**config.mk**
```make
export PLATFORM = sky130hd
export DESIGN_NAME = lc3b_control_fsm
export DESIGN_NICKNAME = d
export VERILOG_FILES = /design/src/rtl/lc3b_control_fsm_pkg.sv /design/src/rtl/lc3b_mem_watchdog.sv /design/src/rtl/lc3b_control_fsm.sv
export SDC_FILE = /design/constraint.sdc
export NUM_CORES = 1
export LEC_CHECK = 0
export BUFFER_PORTS_ARGS = -buffer_cell sky130_fd_sc_hd__buf_2
export CORE_MARGIN = 4
export CORE_UTILIZATION = 30
export DETAILED_ROUTE_END_ITERATION = 8
export SYNTH_ARGS = -nofsm -noshare
export SYNTH_HDL_FRONTEND = slang
export SYNTH_SLANG_ARGS = --single-unit
```
**constraint.sdc**
```tcl
create_clock -name clk -period 2.68 [get_ports clk]
set_clock_uncertainty 0.1 [all_clocks]
set_input_delay 0.536 -clock clk [delete_from_list [all_inputs] [get_ports clk]]
set_output_delay 0.536 -clock clk [all_outputs]
set_load 0.005 [all_outputs]
```
**src/rtl/lc3b_control_fsm_pkg.sv**
```systemverilog
// Shared types and constants for the LC-3b multicycle controller.
//   lc3b_opcode         : IR[15:12] encodings
//   lc3b_aluop          : ALU function select
//   lc3b_*mux_sel       : datapath mux selects driven by the controller
//   ST_*                : controller state encodings
//   is_wait_state()     : states that hold a memory request until mem_resp
package lc3b_control_fsm_pkg;

   typedef enum logic [3:0] {
      op_br   = 4'b0000,
      op_add  = 4'b0001,
      op_ldb  = 4'b0010,
      op_stb  = 4'b0011,
      op_jsr  = 4'b0100,
      op_and  = 4'b0101,
      op_ldr  = 4'b0110,
      op_str  = 4'b0111,
      op_rti  = 4'b1000,
      op_not  = 4'b1001,
      op_ldi  = 4'b1010,
      op_sti  = 4'b1011,
      op_jmp  = 4'b1100,
      op_shf  = 4'b1101,
      op_lea  = 4'b1110,
      op_trap = 4'b1111
   } lc3b_opcode;

   typedef enum logic [2:0] {
      alu_add  = 3'd0,
      alu_and  = 3'd1,
      alu_not  = 3'd2,
      alu_pass = 3'd3,
      alu_sll  = 3'd4,
      alu_srl  = 3'd5,
      alu_sra  = 3'd6
   } lc3b_aluop;

   typedef enum logic [1:0] {
      pcmux_pc_plus2 = 2'd0,
      pcmux_pc_off9  = 2'd1,
      pcmux_sr1      = 2'd2,
      pcmux_mdr      = 2'd3
   } lc3b_pcmux_sel;

   typedef enum logic [1:0] {
      marmux_alu      = 2'd0,
      marmux_pc       = 2'd1,
      marmux_mdr      = 2'd2,
      marmux_trapvect = 2'd3
   } lc3b_marmux_sel;

   typedef enum logic [1:0] {
      alumux_sr2  = 2'd0,
      alumux_off6 = 2'd1,
      alumux_imm5 = 2'd2,
      alumux_imm4 = 2'd3
   } lc3b_alumux_sel;

   typedef enum logic [2:0] {
      rfmux_alu      = 3'd0,
      rfmux_mdr      = 3'd1,
      rfmux_pc_off9  = 3'd2,
      rfmux_pc       = 3'd3,
      rfmux_mdr_byte = 3'd4
   } lc3b_regfilemux_sel;

   localparam logic [4:0] ST_FETCH1    = 5'd0;
   localparam logic [4:0] ST_FETCH2    = 5'd1;
   localparam logic [4:0] ST_FETCH3    = 5'd2;
   localparam logic [4:0] ST_DECODE    = 5'd3;
   localparam logic [4:0] ST_ADD       = 5'd4;
   localparam logic [4:0] ST_AND       = 5'd5;
   localparam logic [4:0] ST_NOT       = 5'd6;
   localparam logic [4:0] ST_SHF       = 5'd7;
   localparam logic [4:0] ST_BR        = 5'd8;
   localparam logic [4:0] ST_BR_TAKEN  = 5'd9;
   localparam logic [4:0] ST_JMP       = 5'd10;
   localparam logic [4:0] ST_JSR_LINK  = 5'd11;
   localparam logic [4:0] ST_JSR_JUMP  = 5'd12;
   localparam logic [4:0] ST_LEA       = 5'd13;
   localparam logic [4:0] ST_CALC_ADDR = 5'd14;
   localparam logic [4:0] ST_IND_RD    = 5'd15;
   localparam logic [4:0] ST_IND_MAR   = 5'd16;
   localparam logic [4:0] ST_LD_RD     = 5'd17;
   localparam logic [4:0] ST_LDR_WB    = 5'd18;
   localparam logic [4:0] ST_LDB_WB    = 5'd19;
   localparam logic [4:0] ST_STR_MDR   = 5'd20;
   localparam logic [4:0] ST_ST_WR     = 5'd21;
   localparam logic [4:0] ST_TRAP_LINK = 5'd22;
   localparam logic [4:0] ST_TRAP_MAR  = 5'd23;
   localparam logic [4:0] ST_TRAP_RD   = 5'd24;
   localparam logic [4:0] ST_TRAP_PC   = 5'd25;

   function automatic logic is_wait_state(input logic [4:0] st);
      return (st == ST_FETCH2) || (st == ST_IND_RD) || (st == ST_LD_RD) ||
             (st == ST_ST_WR)  || (st == ST_TRAP_RD);
   endfunction

endpackage

```
**src/rtl/lc3b_mem_watchdog.sv**
```systemverilog
// Memory-wait watchdog: counts wait cycles without a response and flags
// the cycle in which the limit is reached.
//   clk, rst_n : clock, synchronous active-low reset
//   clear      : controller is entering a wait state this edge
//   waiting    : controller is currently in a wait state
//   mem_resp   : memory completion
//   timeout    : limit reached with no response (combinational)
module lc3b_mem_watchdog #(
   parameter int MEM_TIMEOUT = 0
) (
   input  logic clk,
   input  logic rst_n,
   input  logic clear,
   input  logic waiting,
   input  logic mem_resp,
   output logic timeout
);

   localparam int CNT_W = (MEM_TIMEOUT > 0) ? $clog2(MEM_TIMEOUT + 1) : 1;
   localparam logic [CNT_W-1:0] LIMIT = (MEM_TIMEOUT > 0) ? CNT_W'(MEM_TIMEOUT - 1) : '0;

   logic [CNT_W-1:0] cnt_q, cnt_d;

   // Saturates at all-ones so a disabled watchdog can never wrap back to LIMIT.
   always_comb begin
      cnt_d = cnt_q;
      if (clear)
         cnt_d = '0;
      else if (waiting && !mem_resp && (cnt_q != '1))
         cnt_d = cnt_q + CNT_W'(1);
   end

   always_ff @(posedge clk) begin
      if (!rst_n)
         cnt_q <= '0;
      else
         cnt_q <= cnt_d;
   end

   // A response on the limit cycle wins over the abort.
   assign timeout = (MEM_TIMEOUT != 0) && waiting && !mem_resp && (cnt_q == LIMIT);

endmodule

```
**src/rtl/lc3b_control_fsm.sv**
```systemverilog
// Multicycle control unit for the LC-3b datapath.
// Inputs : clk, rst_n (sync, active-low), opcode (IR[15:12]), br_en,
//          ir_imm (IR[5]), ir_bit4 (IR[4], SHF right-shift select),
//          ir_jsr (IR[11]), mar_lsb (MAR[0]), mem_resp
// Outputs: pcmux_sel, marmux_sel, alumux_sel, regfilemux_sel, alu_op,
//          load_pc/ir/mar/mdr/regfile/cc, mdrmux_sel, storemux_sel,
//          destmux_sel, mem_read, mem_write, mem_byte_enable,
//          mem_timeout (watchdog abort pulse), illegal_op (decode pulse)
//
// state      | meaning
// fetch1     | MAR<-PC, PC<-PC+2
// fetch2     | read instruction into MDR (wait)
// fetch3     | IR<-MDR
// decode     | dispatch on opcode, flag illegal opcodes
// s_add/and  | DR<-ALU, CC update
// s_not/shf  | DR<-ALU, CC update
// br         | test NZP
// br_taken   | PC<-PC+off9
// s_jmp      | PC<-sr1
// jsr_link   | R7<-PC
// jsr_jump   | PC<-PC+off9 (JSR) or sr1 (JSRR)
// s_lea      | DR<-PC+off9, CC update
// calc_addr  | MAR<-base+off6
// ind_rd     | read pointer word (wait)
// ind_mar    | MAR<-MDR
// ld_rd      | read data (wait)
// ldr_wb     | DR<-MDR, CC update
// ldb_wb     | DR<-ZEXT(byte), CC update
// str_mdr    | MDR<-SR
// st_wr      | write (wait)
// trap_link  | R7<-PC
// trap_mar   | MAR<-ZEXT(trapvect8)<<1
// trap_rd    | read vector (wait)
// trap_pc    | PC<-MDR
module lc3b_control_fsm
   import lc3b_control_fsm_pkg::*;
#(
   parameter int MEM_TIMEOUT     = 0,
   parameter bit ENABLE_INDIRECT = 1'b1
) (
   input  logic       clk,
   input  logic       rst_n,
   input  logic [3:0] opcode,
   input  logic       br_en,
   input  logic       ir_imm,
   input  logic       ir_bit4,
   input  logic       ir_jsr,
   input  logic       mar_lsb,
   input  logic       mem_resp,
   output logic [1:0] pcmux_sel,
   output logic [1:0] marmux_sel,
   output logic [1:0] alumux_sel,
   output logic [2:0] regfilemux_sel,
   output logic [2:0] alu_op,
   output logic       load_pc,
   output logic       load_ir,
   output logic       load_mar,
   output logic       load_mdr,
   output logic       load_regfile,
   output logic       load_cc,
   output logic       mdrmux_sel,
   output logic       storemux_sel,
   output logic       destmux_sel,
   output logic       mem_read,
   output logic       mem_write,
   output logic [1:0] mem_byte_enable,
   output logic       mem_timeout,
   output logic       illegal_op
);

   logic [4:0] state_q, state_d;
   lc3b_opcode op;
   logic       op_illegal;
   logic       wd_clear, wd_waiting, wd_timeout;

   assign op = lc3b_opcode'(opcode);
   assign op_illegal = (op == op_rti) ||
                       (!ENABLE_INDIRECT && ((op == op_ldi) || (op == op_sti)));

   assign wd_waiting = is_wait_state(state_q);
   assign wd_clear   = is_wait_state(state_d) && (state_d != state_q);

   lc3b_mem_watchdog #(
      .MEM_TIMEOUT (MEM_TIMEOUT)
   ) u_watchdog (
      .clk      (clk),
      .rst_n    (rst_n),
      .clear    (wd_clear),
      .waiting  (wd_waiting),
      .mem_resp (mem_resp),
      .timeout  (wd_timeout)
   );

   assign mem_timeout = rst_n & wd_timeout;

   always_ff @(posedge clk) begin
      if (!rst_n)
         state_q <= ST_FETCH1;
      else
         state_q <= state_d;
   end

   // Outputs stay at their defaults while rst_n is low.
   always_comb begin
      state_d         = state_q;
      pcmux_sel       = pcmux_pc_plus2;
      marmux_sel      = marmux_alu;
      alumux_sel      = alumux_sr2;
      regfilemux_sel  = rfmux_alu;
      alu_op          = alu_add;
      load_pc         = 1'b0;
      load_ir         = 1'b0;
      load_mar        = 1'b0;
      load_mdr        = 1'b0;
      load_regfile    = 1'b0;
      load_cc         = 1'b0;
      mdrmux_sel      = 1'b0;
      storemux_sel    = 1'b0;
      destmux_sel     = 1'b0;
      mem_read        = 1'b0;
      mem_write       = 1'b0;
      mem_byte_enable = 2'b11;
      illegal_op      = 1'b0;

      if (rst_n) begin
         case (state_q)
            ST_FETCH1: begin
               marmux_sel = marmux_pc;
               load_mar   = 1'b1;
               load_pc    = 1'b1;
               state_d    = ST_FETCH2;
            end
            ST_FETCH2: begin
               mem_read   = 1'b1;
               mdrmux_sel = 1'b1;
               load_mdr   = 1'b1;
               if (mem_resp)        state_d = ST_FETCH3;
               else if (wd_timeout) state_d = ST_FETCH1;
            end
            ST_FETCH3: begin
               load_ir = 1'b1;
               state_d = ST_DECODE;
            end
            ST_DECODE: begin
               if (op_illegal) begin
                  illegal_op = 1'b1;
                  state_d    = ST_FETCH1;
               end else begin
                  case (op)
                     op_add:  state_d = ST_ADD;
                     op_and:  state_d = ST_AND;
                     op_not:  state_d = ST_NOT;
                     op_shf:  state_d = ST_SHF;
                     op_br:   state_d = ST_BR;
                     op_jmp:  state_d = ST_JMP;
                     op_jsr:  state_d = ST_JSR_LINK;
                     op_lea:  state_d = ST_LEA;
                     op_trap: state_d = ST_TRAP_LINK;
                     op_ldr, op_ldb, op_str, op_stb, op_ldi, op_sti:
                              state_d = ST_CALC_ADDR;
                     default: state_d = ST_FETCH1;
                  endcase
               end
            end
            ST_ADD, ST_AND: begin
               alu_op       = (state_q == ST_ADD) ? alu_add : alu_and;
               alumux_sel   = ir_imm ? alumux_imm5 : alumux_sr2;
               load_regfile = 1'b1;
               load_cc      = 1'b1;
               state_d      = ST_FETCH1;
            end
            ST_NOT: begin
               alu_op       = alu_not;
               load_regfile = 1'b1;
               load_cc      = 1'b1;
               state_d      = ST_FETCH1;
            end
            ST_SHF: begin
               // IR[4]=0 left shift; IR[5] picks arithmetic vs logical right shift.
               alumux_sel   = alumux_imm4;
               alu_op       = !ir_bit4 ? alu_sll : (ir_imm ? alu_sra : alu_srl);
               load_regfile = 1'b1;
               load_cc      = 1'b1;
               state_d      = ST_FETCH1;
            end
            ST_BR: begin
               state_d = br_en ? ST_BR_TAKEN : ST_FETCH1;
            end
            ST_BR_TAKEN: begin
               pcmux_sel = pcmux_pc_off9;
               load_pc   = 1'b1;
               state_d   = ST_FETCH1;
            end
            ST_JMP: begin
               pcmux_sel = pcmux_sr1;
               load_pc   = 1'b1;
               state_d   = ST_FETCH1;
            end
            ST_JSR_LINK, ST_TRAP_LINK: begin
               destmux_sel    = 1'b1;
               regfilemux_sel = rfmux_pc;
               load_regfile   = 1'b1;
               state_d        = (state_q == ST_JSR_LINK) ? ST_JSR_JUMP : ST_TRAP_MAR;
            end
            ST_JSR_JUMP: begin
               pcmux_sel = ir_jsr ? pcmux_pc_off9 : pcmux_sr1;
               load_pc   = 1'b1;
               state_d   = ST_FETCH1;
            end
            ST_LEA: begin
               regfilemux_sel = rfmux_pc_off9;
               load_regfile   = 1'b1;
               load_cc        = 1'b1;
               state_d        = ST_FETCH1;
            end
            ST_CALC_ADDR: begin
               alumux_sel = alumux_off6;
               marmux_sel = marmux_alu;
               load_mar   = 1'b1;
               if ((op == op_ldi) || (op == op_sti))      state_d = ST_IND_RD;
               else if ((op == op_ldr) || (op == op_ldb)) state_d = ST_LD_RD;
               else                                       state_d = ST_STR_MDR;
            end
            ST_IND_RD: begin
               mem_read   = 1'b1;
               mdrmux_sel = 1'b1;
               load_mdr   = 1'b1;
               if (mem_resp)        state_d = ST_IND_MAR;
               else if (wd_timeout) state_d = ST_FETCH1;
            end
            ST_IND_MAR: begin
               marmux_sel = marmux_mdr;
               load_mar   = 1'b1;
               state_d    = (op == op_ldi) ? ST_LD_RD : ST_STR_MDR;
            end
            ST_LD_RD: begin
               mem_read   = 1'b1;
               mdrmux_sel = 1'b1;
               load_mdr   = 1'b1;
               if (mem_resp)        state_d = (op == op_ldb) ? ST_LDB_WB : ST_LDR_WB;
               else if (wd_timeout) state_d = ST_FETCH1;
            end
            ST_LDR_WB, ST_LDB_WB: begin
               regfilemux_sel = (state_q == ST_LDB_WB) ? rfmux_mdr_byte : rfmux_mdr;
               load_regfile   = 1'b1;
               load_cc        = 1'b1;
               state_d        = ST_FETCH1;
            end
            ST_STR_MDR: begin
               storemux_sel = 1'b1;
               alu_op       = alu_pass;
               load_mdr     = 1'b1;
               state_d      = ST_ST_WR;
            end
            ST_ST_WR: begin
               mem_write = 1'b1;
               if (op == op_stb)
                  mem_byte_enable = mar_lsb ? 2'b10 : 2'b01;
               if (mem_resp)        state_d = ST_FETCH1;
               else if (wd_timeout) state_d = ST_FETCH1;
            end
            ST_TRAP_MAR: begin
               marmux_sel = marmux_trapvect;
               load_mar   = 1'b1;
               state_d    = ST_TRAP_RD;
            end
            ST_TRAP_RD: begin
               mem_read   = 1'b1;
               mdrmux_sel = 1'b1;
               load_mdr   = 1'b1;
               if (mem_resp)        state_d = ST_TRAP_PC;
               else if (wd_timeout) state_d = ST_FETCH1;
            end
            ST_TRAP_PC: begin
               pcmux_sel = pcmux_mdr;
               load_pc   = 1'b1;
               state_d   = ST_FETCH1;
            end
            default: state_d = ST_FETCH1;
         endcase
      end
   end

endmodule

```
* After elaboration in Yosys (flattened, before gate mapping)
Memory sizes are Yosys's and may differ from the RTL's.
Cells that the tools add are included.
** Storage, ports and cells
- Register bits after elaboration :: 5
- Memory bits (read-only) :: 80
- Word-level logic and storage cells :: 107
- Memories :: 1
** Operators by class
- Eq/ne operators :: 36
- Mux-type cells :: 56
- Reduce and logical (&&, ||, !) cells :: 13
** Memories
- (no name shown) :: words 16, width 5, rd ports 1, clocked after Yosys merged registers in 0, write ports 0, line lc3b_control_fsm.sv:149 : case (op)
** Operators with widths (count)
- one-hot mux 5 bit (14 select lines) :: 1
- == test 5 bit (second input constant) :: 10
- == test 5 x 4 -> 1 bit (second input constant) :: 8
- 2-to-1 mux 5 bit :: 8
- 2-to-1 mux 1 bit :: 25
- 2-to-1 mux 2 bit :: 11
- == test 5 x 3 -> 1 bit (second input constant) :: 4
- 2-to-1 mux 3 bit :: 5
- == test 4 bit (second input constant) :: 3
- one-hot mux 2 bit (3 select lines) :: 2
- one-hot mux 3 bit (4 select lines) :: 1
- == test 5 x 2 -> 1 bit (second input constant) :: 2
- != test 2 bit (second input constant) :: 5
- OR reduction 5 bit :: 2
- one-hot mux 3 bit (3 select lines) :: 1
- OR reduction 9 bit :: 1
- == test 4 x 2 -> 1 bit (second input constant) :: 2
- one-hot mux 2 bit (4 select lines) :: 1
- OR reduction 4 bit :: 2
- OR reduction 7 bit :: 1
- OR reduction 2 bit :: 3
- == test 5 x 1 -> 1 bit (second input constant) :: 1
- logical NOT 5 bit :: 1
- AND reduction 5 bit :: 1
- 3 further kinds :: 4

* Depth between registers and ports, before layout
Gate-level depths: netlist of run 1.
- Depth in word-level cells :: 5
- Depth in mapped cells :: 7
- Gate-level depth less buffers :: 7

* Modules after synthesis
From an unflattened synthesis of run 1, not the netlist that was laid out.
** Second synthesis, totals
- Cells, all modules :: 220
- Area total of the unflattened synthesis :: 1498.9 µm²
** By module, submodules not included
- lc3b_control_fsm :: instances 1, cells each 218, area each 1487.7 µm², seq. area each 100.1 µm²
- lc3b_mem_watchdog :: instances 1, cells each 2, area each 11.3 µm², seq. area each 0.0 µm²

* Worst setup path after synthesis of run 1
Ideal clock, no wire load.
- Kind :: flip-flop to output port
- Start :: register state_q[3]
- End :: output load_regfile
- Data arrival time :: 1.311 ns
- Data required time :: 2.044 ns
- Slack :: 0.733 ns
- Stages on the path, launching flop included :: 7
- Path buffers :: 1
- Cells stage by stage :: dfxtp_1 -> buf_4 -> or2b_1 -> nor2_1 -> a32o_1 -> and3_1 -> or2_1
** On the way
- Longest elaborated chain between the ends :: 4
** Ends and longest elaborated chain
- start: declaration :: line lc3b_control_fsm.sv:71 : logic [4:0] state_q, state_d;
- start signal: assignment :: line lc3b_control_fsm.sv:100 : state_q <= state_d;
- == test 5 x 3 -> 1 bit (tied with other cells) :: line lc3b_control_fsm.sv:126 : case (state_q)
- OR reduction 9 bit (no line) *
- 2-to-1 mux 1 bit * :: line lc3b_control_fsm.sv:126
- 2-to-1 mux 1 bit * :: line lc3b_control_fsm.sv:125 : if (rst_n) begin
- end: declaration :: line lc3b_control_fsm.sv:59 : output logic load_regfile,
Mark *: on every way between the ends. The rest lies on a longest branch, timed or not.

* Worst setup path after layout of run 1
- Start :: register state_q[2]
- End :: output load_regfile
The elaborated chain is that of the path after synthesis.

==> results of run 1 <==
## cell type report
cell class	instances	area [um^2]	share of cell area, %
inverters	8	30.03	2.057
well taps	48	60.06	4.113
clock buffers	4	45.04	3.085
multi-input cells	158	962.2	65.90
flip-flops and latches	5	100.1	6.855
repair buffers	44	262.8	17.99
## report_power, final
group / internal (mW) / switching [mW] / total, mW
registers: 0.0926 / 0.0543 / 0.147
logic: 0.262 / 0.345 / 0.607
clock network: 0.102 / 0.0332 / 0.135
total: 0.457 / 0.432 / 0.889
## metal layers
metal	routed length (um)	vias to the layer above
met5	0	-
met4	39	0
met3	410	6
met2	1613	78
met1	1711	660
li1	-	752
## worst max path at each step
stage / end / slack (ps) / startpoint / depth (start not counted)
floorplan: load_regfile / 730 / state_q[3]$_SDFFE_PN0P_ / 6
global placement: load_regfile / 360 / state_q[2]$_SDFFE_PN0P_ / 6
detailed placement: load_regfile / 430 / state_q[2]$_SDFFE_PN0P_ / 5
CTS: mem_byte_enable[0] / 180 / state_q[2]$_SDFFE_PN0P_ / 6
global route: mem_byte_enable[1] / 6 / state_q[2]$_SDFFE_PN0P_ / 6
finish: load_regfile / 160 / state_q[2]$_SDFFE_PN0P_ / 5
## cell families (layout without fill, tap and decap cells)
family | count (synthesis) | count (layout) | synth area share (%)
AND/OR/NAND/NOR | 91 | 91 | 38.87
buffers and inverters | 26 | 56 | 11.29
AO/OA/AOI/OAI | 60 | 60 | 34.07
adder cells (fa/ha/maj) | 5 | 5 | 5.225
other | 1 | 1 | 0.3132
flip-flops | 5 | 5 | 8.360
multiplexers | 1 | 1 | 1.881
## cells in the mapped netlist (2+ instances only)
| library cell | instances | share of area [%] |
|---|---|---|
| sky130_fd_sc_hd__clkbuf_1 | 3 | 0.94 |
| sky130_fd_sc_hd__a31oi_1 | 5 | 2.6 |
| sky130_fd_sc_hd__and3_1 | 3 | 1.6 |
| sky130_fd_sc_hd__buf_2 | 9 | 3.8 |
| sky130_fd_sc_hd__o21a_1 | 4 | 2.5 |
| sky130_fd_sc_hd__or2_2 | 3 | 1.6 |
| sky130_fd_sc_hd__nor3_1 | 10 | 4.2 |
| sky130_fd_sc_hd__dfxtp_1 | 5 | 8.4 |
| sky130_fd_sc_hd__nand2b_1 | 8 | 4.2 |
| sky130_fd_sc_hd__nand3_1 | 3 | 1.3 |
| sky130_fd_sc_hd__o21ai_0 | 8 | 3.3 |
| sky130_fd_sc_hd__a311oi_1 | 3 | 2.2 |
| sky130_fd_sc_hd__a21oi_1 | 12 | 5.0 |
| sky130_fd_sc_hd__or2b_1 | 2 | 1.3 |
| sky130_fd_sc_hd__inv_1 | 7 | 2.2 |
| sky130_fd_sc_hd__o211ai_1 | 3 | 1.9 |
| sky130_fd_sc_hd__buf_4 | 5 | 3.1 |
| sky130_fd_sc_hd__nor2b_1 | 7 | 3.7 |
| sky130_fd_sc_hd__and2_1 | 2 | 1.0 |
| sky130_fd_sc_hd__nor2_1 | 26 | 8.2 |
| sky130_fd_sc_hd__o32ai_1 | 3 | 2.2 |
| sky130_fd_sc_hd__nand2_1 | 18 | 5.6 |
| sky130_fd_sc_hd__ha_1 | 5 | 5.2 |
| sky130_fd_sc_hd__o22ai_1 | 6 | 3.1 |
| sky130_fd_sc_hd__o311a_1 | 2 | 1.7 |
| sky130_fd_sc_hd__a22oi_1 | 3 | 1.9 |
| sky130_fd_sc_hd__a211oi_1 | 3 | 1.9 |
## stage by stage
step	hold WS, ps	power [mW]	utilization, %
after floorplan	551.2	0.5789	-
after global placement	717.0	0.7535	37.52
after detailed placement	687.7	0.7447	37.52
after CTS	594.7	0.8847	38.72
after global routing	618.7	0.9720	38.72
final	596.4	0.8889	38.72
## worst register-to-register path, cell delays in order, from the launching register on
cell and delay [ps]:
sky130_fd_sc_hd__dfxtp_1 620, sky130_fd_sc_hd__buf_12 210, sky130_fd_sc_hd__nor4b_2 370, sky130_fd_sc_hd__nand3_1 160, sky130_fd_sc_hd__nor2_1 180, sky130_fd_sc_hd__o32ai_1 110
sky130_fd_sc_hd__a21boi_0 220
==> run summary, run 1 <==
Dividing the detail-routed wire length by the instance count gives 14.13 um. Setup slack on the critical path of the routed design comes to 157.8 ps. After clock tree synthesis, the flow added hold-fix buffers numbering 0. The height of the die is 71.18 um. TritonCTS built the clock tree. The worst hold path begins at rst_n.

The pre-antenna-repair detailed-routing pass consisted of 5 iterations. Yosys mapped a number of flops with a built-in enable equal to 0. The logs give 2 for the maximum count of clock buffers along a single path and 5066 um^2 for the die area. The leakage power was 0.6439 nW; the synthesis-stage register bit count was 5. For this configuration, the core starts out at a cell density of 31.75%. In this run the cell area measured after placement is 1415 um^2. Port buffering added 37 buffers. STA puts the critical path data arrival time at 1890 ps. The run gives 22 as the row count. In this run the horizontal extent of the chip is 71.18 um. Setup violations remaining at the end of the flow were counted as 0.

The tools report the hold violation total from the final report as 0. Once detail routing completed, the nets flagged for antenna violations numbered 0. After clock tree synthesis, the repair step resized 0 gates. The first-pass GRT wire length was 6375 um.

End point of the worst hold path: state_q[2]$_SDFFE_PN0P_. The tool flagged a number of max-cap violations equal to 0. Synthesis produced 189 cells. Dividing the synthesized area by the synthesized cell count gives 6.335 um^2. Detailed placement ended at an HPWL of 2954 um. After the last flow step, the layout net total stands at 237. The layout cell share with drive strength beyond 1 came out at 24.66%.

Clock-pin slew was measured on the worst setup and hold paths at 40 ps. The number of global-route vias before repair came out at 1304. The tools report the post-synth design cell area as 1197 um^2. The family with the most delay on the worst path is flip-flops. The count of cells along the worst register-to-register path came out at 6.

The worst setup slack for register-to-register paths is 630 ps. The flow ran to the end, and the final reports show no timing, DRC or antenna violations. When the netlist entered floorplanning its net count stood at 206.

Setup total negative slack on the finished layout was measured at 0 ps. The total power density per cell area was 608.8 nW/um^2. Before CTS, the worst setup slack after placement is 428.7 ps.

The worst hold path belongs to the class in2reg. The final layout contains routed wiring with a total length of 3774 um. The critical-path maximum fanout came out at 14. The tools report the number of antenna violations at the first check in global routing as 0. The met3 usage in global routing came out at 3.125%.

Counting instances, the worst hold path has a depth of 2. Met1 global-route usage: 22.20%. Global routing finished with a remaining overflow of 0. The residual DRC count is 0. The tools report the maximum vdd drop as 0.2259 mV. The total area inside the core boundary comes to 3771 um^2.

The critical path goes through nor2b_1, a32o_1, and3_1, or2_1, buf_2. The tools report the number of setup buffers added after CTS as 0. The warning count from the yosys run is 0, and the vias per cell is 5.603. The routed layout has 1496 vias.

Counting tap cells, the placed design contains a total of 263 instances. Leaving out fill and tap cells, the most frequent cells in the layout are sky130_fd_sc_hd__buf_2, sky130_fd_sc_hd__nor2_1, sky130_fd_sc_hd__nand2_1, sky130_fd_sc_hd__a21oi_1, sky130_fd_sc_hd__nor3_1. Dividing the final minimum period by the clock period gives 94.11%.

The setup path with the least slack is of type reg2out. Signed area change from the synthesized netlist to the final layout: 21.94%. The dominant register cell in the synthesized netlist is sky130_fd_sc_hd__dfxtp_1. STA classifies the critical path startpoint as a flop.

After the first detailed-routing iteration, the DRC count stood at 230. TritonCTS created 3 clock buffers. Max-slew violation count: 0. In the global route stage, met2 resource usage came out at 21.12%. The highest clock rate came out at 396.5 MHz.

The number of flip-flops in the largest register was 5. The largest single stage delay on the critical path is 610 ps. The launch instance of the worst register-to-register path was state_q[1]$_SDFFE_PN0P_. The smallest clock period supported by the final layout is computed as 2522 ps.

The largest registers in the layout are state_q x5. The endpoint identified for the worst register-to-register timing path is state_q[4]$_SDFFE_PN0P_. The repair_antennas step left the layout with diodes totalling 0.

The count of buffering cells on the critical path with inverters included is 1. Among all stages on the critical path, the largest delay is contributed by sky130_fd_sc_hd__dfxtp_1. The share of the Yosys chip area taken by registers is 8.359%. The maximum level of the CTS H-tree was 1; the fill cell total of the finished layout was 419. Final design area excluding fillers: 1460 um^2. Peak-usage layer in the global routing report: met1.

The number of clock sinks came out at 5. The run gives 0.9249 as the weighted congestion reported at the end of routability-driven placement. Most common cell after layout, fill and taps aside: sky130_fd_sc_hd__buf_2.

39 I/O pins were placed. The finished layout holds 267 standard cells, fillers aside. The pin count of the biggest net entering global routing is 20. The number of distinct standard cells referenced by the synthesized netlist was 48.

Data on the critical path is required at its endpoint by 2040 ps. The tools report the clock root buffer as sky130_fd_sc_hd__clkbuf_8. The worst setup path is captured at a primary output. Counting flops per register, the top entry is state_q. Setup repair after global routing left no endpoint under its margin. The run gives 210 ps as the latest clock arrival within the worst-skew pair. After synthesis, the share of flip-flops with an asynchronous set or reset is 0%.

The all-layer global routing usage came out at 14.72%.
(Power assumes the default switching activity.)
==> run 2: changes to the inputs <==
--- a/config.mk
+++ b/config.mk
@@ -9,6 +9,7 @@
 export CORE_MARGIN = 4
 export CORE_UTILIZATION = 30
 export DETAILED_ROUTE_END_ITERATION = 8
+export REMOVE_ABC_BUFFERS = 1
 export SYNTH_ARGS = -nofsm -noshare
 export SYNTH_HDL_FRONTEND = slang
 export SYNTH_SLANG_ARGS = --single-unit
==> run summary, run 2 (synthesis results as in run 1) <==
The residual DRC count is 0 (unchanged). The tree is rooted in a sky130_fd_sc_hd__clkbuf_8. Minimum period implied by the final worst setup slack: 2538 ps (+16.27 ps). The run gives 0 (unchanged) as the number of failing setup endpoints in the final timing report.

The aggregate global routing overflow came out at 0 (unchanged). The clock slew at the register clock pins of the worst setup and hold paths was 40 ps (about the same). The tools report the maximum count of clock buffers along a single path as 2 (unchanged). The biggest cell delay along the critical path was 640 ps (+30 ps). The library cells used most frequently in the layout, excluding fill and tap cells, are sky130_fd_sc_hd__buf_2, sky130_fd_sc_hd__nor2_1, sky130_fd_sc_hd__nand2_1, sky130_fd_sc_hd__a21oi_1, sky130_fd_sc_hd__buf_4. The run gives 1389 (+6.5%) as the number of global-route vias before repair.

The part of the cycle the worst path needs was 94.72% (+0.61 points); the data arrival time of the worst path was 1900 ps (about the same). The logs give 5 (unchanged) for the number of clock sinks and 38.89% (+0.17 points) for the final core utilization. TritonCTS built the clock tree. The met2 usage in global routing came out at 23.06% (+1.9 points). Vias per cell: 5.753 (+2.7%). The fill cell total of the finished layout was 407 (-2.9%).

The all-layer global routing usage came out at 15.40% (+0.68 points). The layout cell share with drive strength beyond 1 works out to 26.46% (+1.8 points). Worst hold-check path type: in2reg. For the I/O pin total, the log shows 39 (unchanged).

The first-pass GRT wire length is 6513 um (+2.2%). The count of buffering cells on the critical path with inverters included is 1 (unchanged). The violation count after the first detailed-routing iteration is 186 (-19%). The logs give 22 (unchanged) for the row count and 0 (unchanged) for the hold buffer count at cts.

The number of flip-flops in the largest register was 5 (unchanged); the met3 usage in global routing was 3.409% (+0.28 points). The worst pin sits at a relative slew slack of 64.31%. For the antenna violation net count after detailed routing, the log shows 0 (unchanged). In the final layout, the registers with the most flip-flops are state_q x5. The logs give 31.75% (unchanged) for the initial standard-cell utilization of the core and 7 (+2) for the number of detailed-route iterations in the first pass.

Die area: 5066 um^2 (unchanged). For the latest clock arrival within the worst-skew pair, the log shows 220 ps (about the same). The maximum vdd drop is 0.1940 mV (-14%). The tools report the area inside the core boundary as 3771 um^2 (unchanged). The maximum level of the CTS H-tree was 1 (unchanged); the number of port buffers was 37 (unchanged). The number of diodes was 0 (unchanged). The total power density per cell area is 620.1 nW/um^2 (+1.9%). The final setup TNS was 0 ps (unchanged). Weighted congestion reported at the end of routability-driven placement: 0.9522 (+3.0%). Peak-usage layer in the global routing report: met2.

The sequential cell area is 101.3 um^2 (+1.2%). The worst setup path is launched from a flop. The library cell used most frequently in the layout, excluding fill and tap cells, is sky130_fd_sc_hd__buf_2. The family with the most delay on the worst path was flip-flops. The width of the die came out at 71.18 um (unchanged). Setup repair after global routing left no endpoint under its margin. For the number of setup buffers added after CTS, the log shows 0 (unchanged).

The type of the setup path with the least slack was reg2out. The leakage power was 0.6598 nW (+2.5%); the highest clock rate was 393.9 MHz (-0.64%). Walking the worst path, the cells encountered are nor2_1, o21a_1, o21a_1, or2_2, buf_2. The height of the die is 71.18 um (unchanged). The flow ran to the end, and the final reports show no timing, DRC or antenna violations.

The number of buffers created by CTS was 3 (unchanged). The vias after detailed routing is 1559 (+4.2%). The critical-path cell with the highest stage delay is sky130_fd_sc_hd__dfxtp_1. The hold violation total from the final report was 0 (unchanged). The critical-path maximum fanout is 15 (+1), and the slew at the pin closest to its max-slew limit is 534.6 ps. The worst setup path is captured at a primary output. For the number of max-capacitance violations reported, the log shows 0 (unchanged). The run gives 0 (unchanged) as the max-slew violation count. The logs give 962.2 um^2 (unchanged) for the footprint of the multi-input gates and 3960 um (+4.9%) for the final routed wirelength across all metal layers. The signed area change from the synthesized netlist to the final layout was 22.47%; the worst endpoint required time was 2040 ps (about the same).

The tools report the met1 global-route usage as 21.43% (-0.77 points). The detailed-route wire length per cell was 14.61 um (+3.4%); the number of nets in the final layout was 241 (+1.7%). Counting stages on the worst path, the most repeated cell is sky130_fd_sc_hd__o21a_1.

The HPWL reported at the end of detailed placement came out at 3051 um (+3.3%). The tools report the number of antenna violations at the first check in global routing as 0 (unchanged). The register with the most flip-flops in the final layout is state_q. The logs give 18 (-10%) for the pin count of the biggest net entering global routing and 590 ps (-40 ps) for the worst setup slack for register-to-register paths.
[run 2: timing repair]
item | CTS | global route
endpoints found under the setup margin | 0 | 2
endpoints found under the hold margin | 0 | 0
gates resized for setup | 0 | 1
[run 2: layout make-up]
cell class | instances | area share, %
Multi-Input combinational cell | 158 | 65.61
Timing Repair Buffer | 48 | 18.26
Sequential cell | 5 | 6.911
Tap cell | 48 | 4.096
Clock buffer | 4 | 3.072
Inverter | 8 | 2.048
[run 2: report_power, final]
part / internal [mW] / switching [mW]
registers: 0.0929 / 0.0553
clock network: 0.102 / 0.0398
logic: 0.263 / 0.356
total: 0.458 / 0.451
[run 2: final timing paths]
path / depth (start not counted) / endpoint / start
max: 5 / load_mdr / state_q[1]$_SDFFE_PN0P_
min: 2 / state_q[2]$_SDFFE_PN0P_ / rst_n
max reg2reg: 6 / state_q[0]$_SDFFE_PN0P_ / state_q[1]$_SDFFE_PN0P_
min reg2reg: 2 / state_q[4]$_SDFFE_PN0P_ / state_q[4]$_SDFFE_PN0P_
[run 2: stage by stage]
stage | instances | cell area (um^2) | hold slack, ps | setup slack, ps | total power [mW]
floorplan | 171 | 1092 | 553.5 | 342.5 | 0.5242
global placement | 267 | 1420 | 558.5 | 339.1 | 0.7607
detailed placement | 267 | 1420 | 582.4 | 362.1 | 0.7522
CTS | 271 | 1465 | 580.9 | 107.4 | 0.9004
global route | 271 | 1466 | 609.0 | 27.83 | 0.9874
finish | 271 | 1466 | 593.7 | 141.5 | 0.9093
[run 2: per-layer routing]
metal	vias up	wire length, um
li1	758	-
met1	680	1610
met2	108	1830
met3	13	446
met4	0	73
met5	-	0
